File: src/rtl/gtfmac_hwchk_bitslip_responder_if.sv
// Bitslip handshake bundle between the MAC-side bitslip corrector (master)
// and the emulated GT receiver responder (slave).
interface gtfmac_hwchk_bitslip_responder_if;
    logic [6:0] ctl_target_offset;
    logic       bs_gb_seq_sync;
    logic       bs_disable_bitslip;
    logic       bs_slip_pma;
    logic       bs_slip_one_ui;
    logic       rx_block_lock;
    logic       rx_bitslip;
    logic       rx_slip_pma_rdy;
    logic [6:0] stat_hunt_cnt;
    logic [6:0] stat_correct_cnt;
    logic [6:0] stat_residual;
    logic       stat_aligned;
    logic       stat_over_correct;

    modport master (
        output ctl_target_offset, bs_gb_seq_sync, bs_disable_bitslip,
               bs_slip_pma, bs_slip_one_ui,
        input  rx_block_lock, rx_bitslip, rx_slip_pma_rdy,
               stat_hunt_cnt, stat_correct_cnt, stat_residual,
               stat_aligned, stat_over_correct
    );

    modport slave (
        input  ctl_target_offset, bs_gb_seq_sync, bs_disable_bitslip,
               bs_slip_pma, bs_slip_one_ui,
        output rx_block_lock, rx_bitslip, rx_slip_pma_rdy,
               stat_hunt_cnt, stat_correct_cnt, stat_residual,
               stat_aligned, stat_over_correct
    );
endinterface

File: src/rtl/gtfmac_hwchk_bitslip_responder.sv
// Far end of the GTFMAC RX bitslip handshake: emulates hunt slips, block lock
// and the slip-PMA ready handshake, and tracks how well the corrector undid the hunt.
module gtfmac_hwchk_bitslip_responder #(
    parameter int unsigned SLIP_INTERVAL = 16,
    parameter int unsigned RDY_LATENCY   = 8,
    parameter int unsigned LOCK_DELAY    = 4
) (
    input logic                             rx_clk,
    input logic                             rx_rst_n,
    gtfmac_hwchk_bitslip_responder_if.slave bus
);
    typedef enum logic [2:0] {
        ST_INIT,
        ST_HUNT,
        ST_LOCK_WAIT,
        ST_LOCKED,
        ST_RESYNC
    } state_t;

    state_t     state_q, state_d;
    logic [6:0] target_q, target_d;
    logic [7:0] slip_tmr_q, slip_tmr_d;
    logic [7:0] lock_tmr_q, lock_tmr_d;
    logic [7:0] rdy_tmr_q, rdy_tmr_d;
    logic [6:0] hunt_cnt_q, hunt_cnt_d;
    logic [6:0] correct_cnt_q, correct_cnt_d;
    logic       rx_block_lock_q, rx_block_lock_d;
    logic       rx_bitslip_q, rx_bitslip_d;
    logic       rdy_q, rdy_d;
    logic       aligned_q, aligned_d;
    logic       over_q, over_d;
    logic       corr_seen_q, corr_seen_d;
    logic       pma_hist_q, pma_hist_d;
    logic       one_hist_q, one_hist_d;

    logic       pma_accept;
    logic       one_accept;
    logic       slip_due;
    logic       lock_due;
    logic [1:0] corr_inc;
    logic [7:0] corr_sum;

    // Requests only count on a rising edge, and only while the link is locked.
    assign pma_accept = (state_q == ST_LOCKED) && bus.bs_slip_pma && !pma_hist_q && rdy_q;
    assign one_accept = (state_q == ST_LOCKED) && bus.bs_slip_one_ui && !one_hist_q;
    assign slip_due   = (state_q == ST_HUNT) && !bus.bs_disable_bitslip &&
                        (hunt_cnt_q != target_q) && (slip_tmr_q == 8'(SLIP_INTERVAL - 1));
    assign lock_due   = (state_q == ST_LOCK_WAIT) && (lock_tmr_q == 8'(LOCK_DELAY - 1));
    assign corr_inc   = {pma_accept, one_accept};
    assign corr_sum   = {1'b0, correct_cnt_q} + {6'd0, corr_inc};

    always_ff @(posedge rx_clk or negedge rx_rst_n) begin
        if (!rx_rst_n) begin
            state_q         <= ST_INIT;
            target_q        <= 7'd0;
            slip_tmr_q      <= 8'd0;
            lock_tmr_q      <= 8'd0;
            rdy_tmr_q       <= 8'd0;
            hunt_cnt_q      <= 7'd0;
            correct_cnt_q   <= 7'd0;
            rx_block_lock_q <= 1'b0;
            rx_bitslip_q    <= 1'b0;
            rdy_q           <= 1'b1;
            aligned_q       <= 1'b0;
            over_q          <= 1'b0;
            corr_seen_q     <= 1'b0;
            pma_hist_q      <= 1'b0;
            one_hist_q      <= 1'b0;
        end else begin
            state_q         <= state_d;
            target_q        <= target_d;
            slip_tmr_q      <= slip_tmr_d;
            lock_tmr_q      <= lock_tmr_d;
            rdy_tmr_q       <= rdy_tmr_d;
            hunt_cnt_q      <= hunt_cnt_d;
            correct_cnt_q   <= correct_cnt_d;
            rx_block_lock_q <= rx_block_lock_d;
            rx_bitslip_q    <= rx_bitslip_d;
            rdy_q           <= rdy_d;
            aligned_q       <= aligned_d;
            over_q          <= over_d;
            corr_seen_q     <= corr_seen_d;
            pma_hist_q      <= pma_hist_d;
            one_hist_q      <= one_hist_d;
        end
    end

    always_comb begin
        state_d = state_q;
        unique case (state_q)
            ST_INIT:      state_d = (bus.ctl_target_offset == 7'd0) ? ST_LOCK_WAIT : ST_HUNT;
            ST_HUNT:      if (hunt_cnt_q == target_q) state_d = ST_LOCK_WAIT;
            ST_LOCK_WAIT: begin
                if (bus.bs_gb_seq_sync)  state_d = ST_RESYNC;
                else if (lock_due)       state_d = ST_LOCKED;
            end
            ST_LOCKED:    if (bus.bs_gb_seq_sync) state_d = ST_RESYNC;
            ST_RESYNC:    if (!bus.bs_gb_seq_sync) state_d = ST_LOCK_WAIT;
            default:      state_d = ST_INIT;
        endcase
    end

    always_comb begin
        target_d        = (state_q == ST_INIT) ? bus.ctl_target_offset : target_q;
        slip_tmr_d      = slip_tmr_q;
        lock_tmr_d      = (state_q == ST_LOCK_WAIT) ? lock_tmr_q + 8'd1 : 8'd0;
        rdy_tmr_d       = rdy_tmr_q;
        rdy_d           = rdy_q;
        rx_bitslip_d    = slip_due;
        hunt_cnt_d      = hunt_cnt_q + {6'd0, slip_due};
        correct_cnt_d   = corr_sum[6:0];
        corr_seen_d     = corr_seen_q || (corr_inc != 2'd0);
        over_d          = over_q || ((corr_inc != 2'd0) && (corr_sum > {1'b0, hunt_cnt_q}));
        rx_block_lock_d = (state_d == ST_LOCKED);
        aligned_d       = aligned_q;
        pma_hist_d      = bus.bs_slip_pma;
        one_hist_d      = bus.bs_slip_one_ui;

        // The interval timer freezes while hunting is disabled.
        if (state_q != ST_HUNT) begin
            slip_tmr_d = 8'd0;
        end else if (!bus.bs_disable_bitslip) begin
            slip_tmr_d = slip_due ? 8'd0 : slip_tmr_q + 8'd1;
        end

        // The ready low period runs on regardless of state, so it survives RESYNC.
        if (pma_accept) begin
            rdy_d     = 1'b0;
            rdy_tmr_d = 8'd0;
        end else if (!rdy_q) begin
            if (rdy_tmr_q == 8'(RDY_LATENCY - 1)) rdy_d = 1'b1;
            else                                   rdy_tmr_d = rdy_tmr_q + 8'd1;
        end

        if ((state_q == ST_LOCK_WAIT) && (state_d == ST_LOCKED) && corr_seen_q) begin
            aligned_d = (hunt_cnt_q == correct_cnt_q);
        end
    end

    assign bus.rx_block_lock     = rx_block_lock_q;
    assign bus.rx_bitslip        = rx_bitslip_q;
    assign bus.rx_slip_pma_rdy   = rdy_q;
    assign bus.stat_hunt_cnt     = hunt_cnt_q;
    assign bus.stat_correct_cnt  = correct_cnt_q;
    assign bus.stat_residual     = hunt_cnt_q - correct_cnt_q;
    assign bus.stat_aligned      = aligned_q;
    assign bus.stat_over_correct = over_q;
endmodule

File: src/flat_wrapper.sv
// flat-port wrapper written by rule: the top's interface ports become plain ports
module gtfmac_hwchk_bitslip_responder_flat 
#(
    parameter int unsigned SLIP_INTERVAL = 16,
    parameter int unsigned RDY_LATENCY   = 8,
    parameter int unsigned LOCK_DELAY    = 4
)
  (rx_clk, rx_rst_n, bus_ctl_target_offset, bus_bs_gb_seq_sync, bus_bs_disable_bitslip, bus_bs_slip_pma, bus_bs_slip_one_ui, bus_rx_block_lock, bus_rx_bitslip, bus_rx_slip_pma_rdy, bus_stat_hunt_cnt, bus_stat_correct_cnt, bus_stat_residual, bus_stat_aligned, bus_stat_over_correct);
  gtfmac_hwchk_bitslip_responder_if bus_i ();
  input logic rx_clk;
  input logic rx_rst_n;
  input wire logic [$bits(bus_i.ctl_target_offset)-1:0] bus_ctl_target_offset;
  input wire logic [$bits(bus_i.bs_gb_seq_sync)-1:0] bus_bs_gb_seq_sync;
  input wire logic [$bits(bus_i.bs_disable_bitslip)-1:0] bus_bs_disable_bitslip;
  input wire logic [$bits(bus_i.bs_slip_pma)-1:0] bus_bs_slip_pma;
  input wire logic [$bits(bus_i.bs_slip_one_ui)-1:0] bus_bs_slip_one_ui;
  output wire logic [$bits(bus_i.rx_block_lock)-1:0] bus_rx_block_lock;
  output wire logic [$bits(bus_i.rx_bitslip)-1:0] bus_rx_bitslip;
  output wire logic [$bits(bus_i.rx_slip_pma_rdy)-1:0] bus_rx_slip_pma_rdy;
  output wire logic [$bits(bus_i.stat_hunt_cnt)-1:0] bus_stat_hunt_cnt;
  output wire logic [$bits(bus_i.stat_correct_cnt)-1:0] bus_stat_correct_cnt;
  output wire logic [$bits(bus_i.stat_residual)-1:0] bus_stat_residual;
  output wire logic [$bits(bus_i.stat_aligned)-1:0] bus_stat_aligned;
  output wire logic [$bits(bus_i.stat_over_correct)-1:0] bus_stat_over_correct;
  assign bus_i.ctl_target_offset = bus_ctl_target_offset;
  assign bus_i.bs_gb_seq_sync = bus_bs_gb_seq_sync;
  assign bus_i.bs_disable_bitslip = bus_bs_disable_bitslip;
  assign bus_i.bs_slip_pma = bus_bs_slip_pma;
  assign bus_i.bs_slip_one_ui = bus_bs_slip_one_ui;
  assign bus_rx_block_lock = bus_i.rx_block_lock;
  assign bus_rx_bitslip = bus_i.rx_bitslip;
  assign bus_rx_slip_pma_rdy = bus_i.rx_slip_pma_rdy;
  assign bus_stat_hunt_cnt = bus_i.stat_hunt_cnt;
  assign bus_stat_correct_cnt = bus_i.stat_correct_cnt;
  assign bus_stat_residual = bus_i.stat_residual;
  assign bus_stat_aligned = bus_i.stat_aligned;
  assign bus_stat_over_correct = bus_i.stat_over_correct;
  gtfmac_hwchk_bitslip_responder #(.SLIP_INTERVAL(SLIP_INTERVAL), .RDY_LATENCY(RDY_LATENCY), .LOCK_DELAY(LOCK_DELAY)) u_core (.rx_clk(rx_clk), .rx_rst_n(rx_rst_n), .bus(bus_i));
endmodule
File: config.mk
export PLATFORM = sky130hd
export DESIGN_NAME = gtfmac_hwchk_bitslip_responder_flat
export DESIGN_NICKNAME = d
export VERILOG_FILES = /design/src/rtl/gtfmac_hwchk_bitslip_responder_if.sv /design/src/rtl/gtfmac_hwchk_bitslip_responder.sv /design/src/flat_wrapper.sv
export SDC_FILE = /design/constraint.sdc
export NUM_CORES = 1
export LEC_CHECK = 0
export ABC_CLOCK_PERIOD_IN_PS = 7300
export BUFFER_PORTS_ARGS = -buffer_cell sky130_fd_sc_hd__buf_2
export CAP_MARGIN = 20
export CORE_ASPECT_RATIO = 0.8
export CORE_MARGIN = 5
export CORE_UTILIZATION = 32
export DETAILED_ROUTE_END_ITERATION = 16
export GPL_ROUTABILITY_DRIVEN = 0
export PLACE_DENSITY = 0.57
export SLEW_MARGIN = 10
export SYNTH_ARGS = -nofsm -noshare
export SYNTH_HDL_FRONTEND = slang
export SYNTH_SLANG_ARGS = --single-unit
File: constraint.sdc
create_clock -name rx_clk -period 7.3 [get_ports rx_clk]
set_input_delay 0 -clock rx_clk [delete_from_list [all_inputs] [get_ports rx_clk]]
set_output_delay 0 -clock rx_clk [all_outputs]
set_load 0.01 [all_outputs]
# Word-level counts from Yosys, hierarchy flattened
# Cells that the tools add are included.
# word_totals
regBits,56
# classes
n_reduce_logical,21
muxes,17
n_eq_ne,15
magnitude_cmp,1
n_addsub,6
# op_table
op,n
2-to-1 mux 8 bit,7
"adder 8 x 1 -> 8 bit, second input constant",3
2-to-1 mux 3 bit,5
case mux 3 bit (5 select lines),1
equality test 7 bit,2
logical AND 1 bit,12
"equality test 3 x 2 -> 1 bit, second input constant",3
adder 7 x 2 -> 8 bit,1
"equality test 8 x 2 -> 1 bit, second input constant",1
"equality test 8 x 3 -> 1 bit, second input constant",1
"equality test 8 x 4 -> 1 bit, second input constant",1
greater-than comparator 8 x 7 -> 1 bit,1
adder 7 x 1 -> 7 bit,1
zero test 7 bit,1
inequality test 7 bit,1
subtractor 7 bit,1
"inequality test 2 x 1 -> 1 bit, second input constant",2
"equality test 3 x 1 -> 1 bit, second input constant",1
"equality test 3 bit, second input constant",1
zero test 1 bit,3
zero test 3 bit,1
2-to-1 mux 1 bit,3
"inequality test 3 x 1 -> 1 bit, second input constant",1
logical OR 1 bit,2
4 further kinds,4

# Logic depth before layout (Yosys ltp)
# Gate-level depths: netlist of run 1.
# logic_depth
depth_word,8
mapped_depth,13
depth_no_buf,12

# Worst setup path before layout of run 1
# No wires, ideal clock.
# synth_path
path_type,register -> register
start,register u_core.state_q[2]
end,register u_core.over_q (netlist: u_core.bus.stat_over_correct)
path_stages_with_launch,13
path_slack_ps,4428
t_arrival_ps,2768
setup_ps,104
path_cell_list,dfrtp_1 -> buf_2 -> nand3b_4 -> nor3_2 -> buf_2 -> inv_1 -> fa_1 -> nor2_1 -> xnor2_1 -> ha_1 -> nand4_1 -> o221a_2 -> o311ai_1
# synth_between
elab_chain_cells,8
elab_cells_between_ends,11
classes_between,1 x add/sub; 1 x order compare; 1 x eq/ne; 8 x reduce/logical
# synth_rtl
element,line,source
start: declaration,gtfmac_hwchk_bitslip_responder.sv:20,"state_t state_q, state_d;"
start signal: assignment,gtfmac_hwchk_bitslip_responder.sv:70,state_q <= state_d;
equality test 3 x 2 -> 1 bit (*),"gtfmac_hwchk_bitslip_responder.sv:44, gtfmac_hwchk_bitslip_responder.sv:45",
logical AND 1 bit (3 in a row),gtfmac_hwchk_bitslip_responder.sv:44,assign pma_accept = (state_q == ST_LOCKED) && bus.bs_slip_pma && !pma_hist_q && rdy_q;
adder 7 x 2 -> 8 bit (*),gtfmac_hwchk_bitslip_responder.sv:50,"assign corr_sum = {1'b0, correct_cnt_q} + {6'd0, corr_inc};"
via u_core.corr_sum[4],gtfmac_hwchk_bitslip_responder.sv:41,logic [7:0] corr_sum;
greater-than comparator 8 x 7 -> 1 bit (*),gtfmac_hwchk_bitslip_responder.sv:113,"over_d = over_q || ((corr_inc != 2'd0) && (corr_sum > {1'b0, hunt_cnt_q}));"
logical AND 1 bit (*),gtfmac_hwchk_bitslip_responder.sv:113,
logical OR 1 bit (*),gtfmac_hwchk_bitslip_responder.sv:113,
via u_core.over_d,gtfmac_hwchk_bitslip_responder.sv:31,"logic over_q, over_d;"
end signal: assignment,gtfmac_hwchk_bitslip_responder.sv:81,over_q <= over_d;
end: declaration,gtfmac_hwchk_bitslip_responder.sv:31,
# The timed path passes the listed nets; every way through them passes the cells marked *.
# A chain may end at the register's enable or synchronous reset.

# Worst setup path after layout of run 1
# Ends and elaborated chain as after synthesis.

==> results.txt, run 1 <==
Status - completed
Setup ws final - 3.869 ns
Ports - 39
Filler instances - 925
CP Cell Sequence - nand3b_4 > nor3_2 > inv_1 > fa_1 > nor2_1 > xnor2_1 > ha_1 > nand4_1 > o221a_2 > o311ai_1
Worst slew pin tran - 0.8762 ns
Proportion of synthesized area in mux cells - 0.03873
Post-DP HPWL - 4821 um
Setup Buffers After CTS - 0
RSZ-0062 raised after global routing - no
FP Rows - 32
I/O Buffers - 38
Clk pwr share - 0.194
Syn-to-layout area delta - 18.48%
Vias in the first global route - 2220
Most used DFF post-synth - dfrtp_1
Synth Area in Adders - 0.09359
Routed via count - 2273
Crit path max-delay family - simple AND/OR/NAND/NOR gates
Maximum buffer depth of the clock tree - 2
Layout Cell Area excl Fill - 3675 um^2
Core Region - 9569 um^2
Worst VDD drop - 132.9 uV
DR iter-0 viols - 77
Grt total ovfl - 0
Overall die height - 98.06 um
Distinct cells, synth - 54
GRT Resource Usage Total - 0.1136
H-tree depth - 2
Multi-input gate area - 1562 um^2
CP max stage cell - nor3_2
Pin count of the biggest net entering global routing - 57
Max-slew violations - 0
Clock Pin Slew Worst Setup and Hold Paths - 0.07 ns
Register area - 1403 um^2
Critical path fanouts, max - 14
Sequential power share - 0.404
Setup crit start kind - flip-flop
Num CTS Buffers - 5
Worst EP required - 7.49 ns
Horiz. Die Dim - 120.1 um
Net Count, Synth - 332
Setup TNS - 0 ns
Cells after Synth - 297
Final Hold Viols - 0
Achievable Freq - 0.2915 GHz
Max-Cap Viols - 0
Antenna violation net count after detailed routing - 0
DP Area - 3416 um^2
Mapped Area - 3102 um^2
Die area - 11770 um^2
Setup crit end kind - flip-flop
Clock sinks - 56
CP max stage delay - 0.72 ns
Post-synth EDFFs - 0
Data arrival, critical path - 3.62 ns
WP buf/inv - 1
Core Util, Final - 0.3840
DRT Pass-1 Iters - 4
Final number of setup-violating endpoints - 0
Pint - 0.0007574 W
Period utilisation layout - 0.4700
Post-synthesis simple-gate area fraction - 0.1928
Antenna cell count - 0
Number of antenna violations at the first check in global routing - 0
Hold Path Class - input port to flip-flop
Worst Skew - 0.005656 ns
Worst skew pair latency - 0.29 ns
Via density - 4.846
Tmin final - 3.431 ns
Psw - 0.0004668 W
Share of layout cells above drive strength 1 - 0.1914
Synth async-reset ratio - 1.000
Leak pwr - 1.683 nW
WS Path Type - flip-flop to flip-flop
Power per Cell Area - 333.1 nW/um^2
Clock root buffer - clkbuf_16
Post-Synth XOR/XNOR Area - 0.09883
First-pass GRT wire length - 11010 um
Register bit total from synthesis - 56
Slew HR - 0.4127
Main combinational cell family by area after synthesis - simple AND/OR/NAND/NOR gates
Seq/Total Area, Yosys - 0.4522
Starting Density - 0.3241
WL final - 6314 um
Switching part of the total - 0.3813
Post-Place Setup Slack - 3.870 ns
Nets - 384
CTS tree - built
# DRC - 0
Wire per inst - 13.46 um
Average size of a mapped cell - 10.44 um^2
Logic pwr share - 0.402
Post-synthesis compound-gate area fraction - 0.07947
Synthesis Warnings - 0
==> cell usage in the layout (no fill, tap or decap), types with 3 or more instances in the layout <==
master and n:
nand2_1 8, clkbuf_16 5, nor2_1 31, dfrtp_1 55
buf_2 38, a21oi_1 11, o21a_1 3, nand3_1 13
nand4_1 6, mux2_2 8, o21ai_0 5, nor3_1 8
xor2_1 18, and3_1 5, xnor2_1 17, nor4_1 4
inv_1 28, or3_1 3, ha_1 20, mux2i_1 3
nor2b_1 5, dlygate4sd3_1 11
==> area by class of cell <==
cell class	count	share of cell area
timing repair buffer	50	0.08376
inverter	28	0.02860
clock inverter	3	0.006469
clock buffer	5	0.03405
sequential	56	0.3817
multi-input combinational	208	0.4249
tap	119	0.04052
==> stage by stage <==
| stage | hold WS (ns) | total power, W | instances |
|---|---|---|---|
| 6_report | 0.05867 | 0.001224 | 469 |
| 3_3_place_gp | 0.1400 | 0.0009856 | 450 |
| 4_1_cts | 0.05737 | 0.001244 | 469 |
| 5_1_grt | 0.06835 | 0.001333 | 469 |
| 2_1_floorplan | -0.2956 | 0.0008424 | 297 |
| 3_5_place_dp | 0.1386 | 0.0009969 | 450 |
==> sequential cells by signal, indices dropped and copies added (netlist names), 3 cells and up <==
signal / cells
u_core.lock_tmr_q: 8
u_core.rdy_tmr_q: 8
u_core.slip_tmr_q: 8
u_core.bus.stat_correct_cnt: 7
u_core.bus.stat_hunt_cnt: 7
u_core.target_q: 7
u_core.state_q: 3
==> synthesized netlist by cell type (all sizes together), types with 3 or more instances <==
cell type | n | area, um^2
nor4 | 6 | 50.04
a21oi | 11 | 55.05
nand3 | 13 | 65.06
o21a | 3 | 22.52
nor2b | 5 | 31.28
nor3 | 10 | 60.06
mux2 | 8 | 90.09
nor2 | 32 | 122.6
ha | 20 | 250.2
xnor2 | 17 | 148.9
o21ai | 6 | 30.02
buf | 4 | 28.78
or3 | 3 | 18.77
nand4 | 6 | 37.54
nor3b | 3 | 27.52
nand2 | 8 | 30.03
inv | 28 | 105.1
xor2 | 18 | 157.7
and3 | 5 | 31.28
dfrtp | 55 | 1376
mux2i | 3 | 30.03
==> cells by family (layout without fill, tap and decap cells) <==
kind of cell	Yosys count	in the layout
buffers and inverters	33	86
AOI/OAI and AO/OA	37	37
and+or+nand+nor	103	103
muxes	11	11
xor gates and xnor gates	35	35
adders and majority gates	22	22
DFF	56	56
==> worst register-to-register path, stage by stage (launching register included) <==
cell	delay (ns)
dfrtp_1	0.46
nand3b_4	0.20
nor3_2	0.72
inv_1	0.15
fa_1	0.47
nor2_1	0.21
xnor2_1	0.12
ha_1	0.30
nand4_1	0.12
o221a_2	0.31
o311ai_1	0.27
==> path summary, 6_finish.rpt <==
check,start,to,slack (ns),depth (start not counted)
min in group asynchronous,rx_rst_n,u_core.bus.stat_hunt_cnt[2],0.37,3
setup / recovery,u_core.state_q[2],u_core.bus.stat_over_correct,3.87,10
hold reg to reg,u_core.lock_tmr_q[0],u_core.lock_tmr_q[0],0.49,1
hold / removal,bus_bs_disable_bitslip,u_core.bus.rx_bitslip,0.06,2
setup reg to reg,u_core.state_q[2],u_core.bus.stat_over_correct,3.87,10
max in group asynchronous,rx_rst_n,u_core.rdy_tmr_q[4],6.46,3
==> routing by layer <==
layer / global-route usage / up-vias / routed length [um]
met4: 0.03345 / 0 / 70
li1: - / 1146 / -
met1: 0.1684 / 1094 / 3290
met2: 0.1701 / 26 / 2811
met3: 0.01911 / 7 / 141
met5: 0 / - / 0
==> repair_timing <==
action	in CTS	in global routing
hold buffers	11	0
resized for setup	0	0
hold endpoints to repair	65	0
==> power by group through the flow <==
stage | Clock, W | Sequential, W | Combinational, W
after floorplan | 0 | 0.000483 | 0.000359
after global placement | 0 | 0.000497 | 0.000489
after detailed placement | 0 | 0.000502 | 0.000495
after CTS | 0.000246 | 0.000496 | 0.000502
after global routing | 0.000259 | 0.000513 | 0.000562
final | 0.000237 | 0.000495 | 0.000492
No activity file was read; power rests on OpenSTA's default activity.
==> run 2: changes to the inputs <==
- ABC_CLOCK_PERIOD_IN_PS: 7300 -> 3150
- PLACE_DENSITY: 0.57 -> 0.59
- clock period: 7.3 -> 3.15 ns (I/O delays scaled with it)
==> results.txt, run 2 (same netlist as run 1, synthesis figures left out) <==
Max-slew violations - 0
Final number of setup-violating endpoints - 0
Logic pwr share - 0.410
Multi-input gate area - 1564 um^2
CP Cell Sequence - nand3b_4 > nor3b_2 > ha_1 > inv_1 > fa_1 > nor2_2 > xnor2_1 > ha_1 > nand4_1 > o221a_2 > o311ai_1
GRT Resource Usage Total - 0.1209
Post-DP HPWL - 5021 um
Hold Slack - 0.07319 ns
Clock root buffer - clkbuf_16
Sequential power share - 0.394
Register area - 1403 um^2
Worst Skew - 0.004317 ns
Ports - 39
Clock Pin Slew Worst Setup and Hold Paths - 0.07 ns
Pint - 0.001808 W
Routed via count - 2317
Setup crit start kind - flip-flop
WS Path Type - flip-flop to flip-flop
Grt peak-use layer - met2
Period utilisation layout - 0.9301
Cell Count, Final, Fillers Out - 472
Status - completed
Setup ws final - 0.2201 ns
Overall die height - 98.06 um
FP Rows - 32
DRT Pass-1 Iters - 4
Die area - 11770 um^2
Power per Cell Area - 776.9 nW/um^2
Crit path max-delay family - adder cells
CTS tree - built
Horiz. Die Dim - 120.1 um
Met1 Use GR - 0.1746
GRT met2 Usage - 0.1848
Clk pwr share - 0.196
Maximum buffer depth of the clock tree - 2
Worst EP required - 3.34 ns
H-tree depth - 2
# DRC - 0
Critical path fanouts, max - 7
Final Hold Viols - 0
Leak pwr - 1.718 nW
Pin count of the biggest net entering global routing - 44
Worst slew pin tran - 0.6280 ns
Most common cell after layout, fill and taps aside - dfrtp_1
Antenna cell count - 0
CP max stage delay - 0.46 ns
Vias in the first global route - 2405
Grt total ovfl - 0
Post-Place Setup Slack - 0.2418 ns
Num CTS Buffers - 5
Worst VDD drop - 369.6 uV
Slew HR - 0.5791
Met3 GRT Util - 0.02200
Switching part of the total - 0.3748
Setup crit end kind - flip-flop
Syn-to-layout area delta - 20.05%
Number of antenna violations at the first check in global routing - 0
CP max stage cell - dfrtp_1
Share of layout cells above drive strength 1 - 0.2011
DR iter-0 viols - 63
Filler instances - 943
WL final - 6557 um
Achievable Freq - 0.3413 GHz
Max-Cap Viols - 0
Biggest regs - u_core.lock_tmr_q (8), u_core.rdy_tmr_q (8), u_core.slip_tmr_q (8)
Tmin final - 2.930 ns
I/O Buffers - 38
Worst skew pair latency - 0.29 ns
Clock sinks - 56
Data arrival, critical path - 3.12 ns
Antenna violation net count after detailed routing - 0
Via density - 4.909
Hold Path Class - input port to flip-flop
RSZ-0062 raised after global routing - no
Psw - 0.001084 W
Commonest cells after routing, fill and taps aside - dfrtp_1, buf_2, nor2_1
Setup TNS - 0 ns
First-pass GRT wire length - 11730 um
Wire per inst - 13.89 um
Dpl cells - 453
Core Region - 9569 um^2
Top cell by count, worst path - ha_1
Nets - 388
Starting Density - 0.3241
WP buf/inv - 1
[run 2: cell count changes in the layout (fill, tap and decap cells not counted)]
| cell | before | now |
|---|---|---|
| clkinvlp_4 | 2 | 0 |
| clkinv_4 | 1 | 0 |
| nor2_2 | 1 | 2 |
| clkbuf_8 | 0 | 2 |
| nor2_1 | 31 | 30 |
| buf_12 | 0 | 1 |
| buf_4 | 1 | 4 |
[run 2: path summary, 6_finish.rpt]
path	startpoint	to	slack, ns	cells past startpoint
setup / recovery	u_core.state_q[2]	u_core.bus.stat_over_correct	0.22	11
hold / removal	bus_bs_disable_bitslip	u_core.bus.rx_bitslip	0.07	2
setup reg to reg	u_core.state_q[2]	u_core.bus.stat_over_correct	0.22	11
hold reg to reg	u_core.corr_seen_q	u_core.corr_seen_q	0.49	1
max in group asynchronous	rx_rst_n	u_core.bus.rx_slip_pma_rdy	2.51	3
min in group asynchronous	rx_rst_n	u_core.target_q[6]	0.12	2
[run 2: power groups by stage]
stage	combinational (W)	clock, W	sequential [W]
after CTS	0.00120	0.000589	0.00114
after detailed placement	0.00118	0	0.00115
final	0.00119	0.000567	0.00114
after global placement	0.00115	0	0.00115
after global routing	0.00134	0.000619	0.00118
after floorplan	0.000833	0	0.00112
[run 2: timing repair]
action | CTS | global route
hold buffers | 11 | 0
resized for setup | 0 | 1
hold endpoints to repair | 51 | 0
setup buffers | 0 | 0
setup endpoints to repair | 0 | 1
[run 2: stage by stage]
stage / instance area, um^2 / power (W) / util
floorplan: 3102 / 0.001952 / -
detailed placement: 3438 / 0.002329 / 0.3593
CTS: 3701 / 0.002926 / 0.3868
finish: 3724 / 0.002893 / 0.3891
global placement: 3438 / 0.002298 / 0.3593
global route: 3724 / 0.003143 / 0.3891
[run 2: worst reg2reg max path, cell delays in order, from the launching register on]
cell,delay [ns]
dfrtp_1,0.46
nand3b_4,0.20
nor3b_2,0.22
ha_1,0.20
inv_1,0.05
fa_1,0.41
nor2_2,0.16
xnor2_1,0.12
ha_1,0.32
nand4_1,0.12
o221a_2,0.31
o311ai_1,0.25
[run 2: area by class of cell]
class | count | share of cell area
Sequential cell | 56 | 0.3767
Inverter | 28 | 0.02823
Clock buffer | 7 | 0.04099
Tap cell | 119 | 0.03999
Timing Repair Buffer | 54 | 0.09409
Multi-Input combinational cell | 208 | 0.4200
[run 2: metal layers]
layer  part of all wire  wire, um
met4              0.014        95
met5                  0         0
met2               0.44      2863
met3              0.029       190
met1               0.52      3409
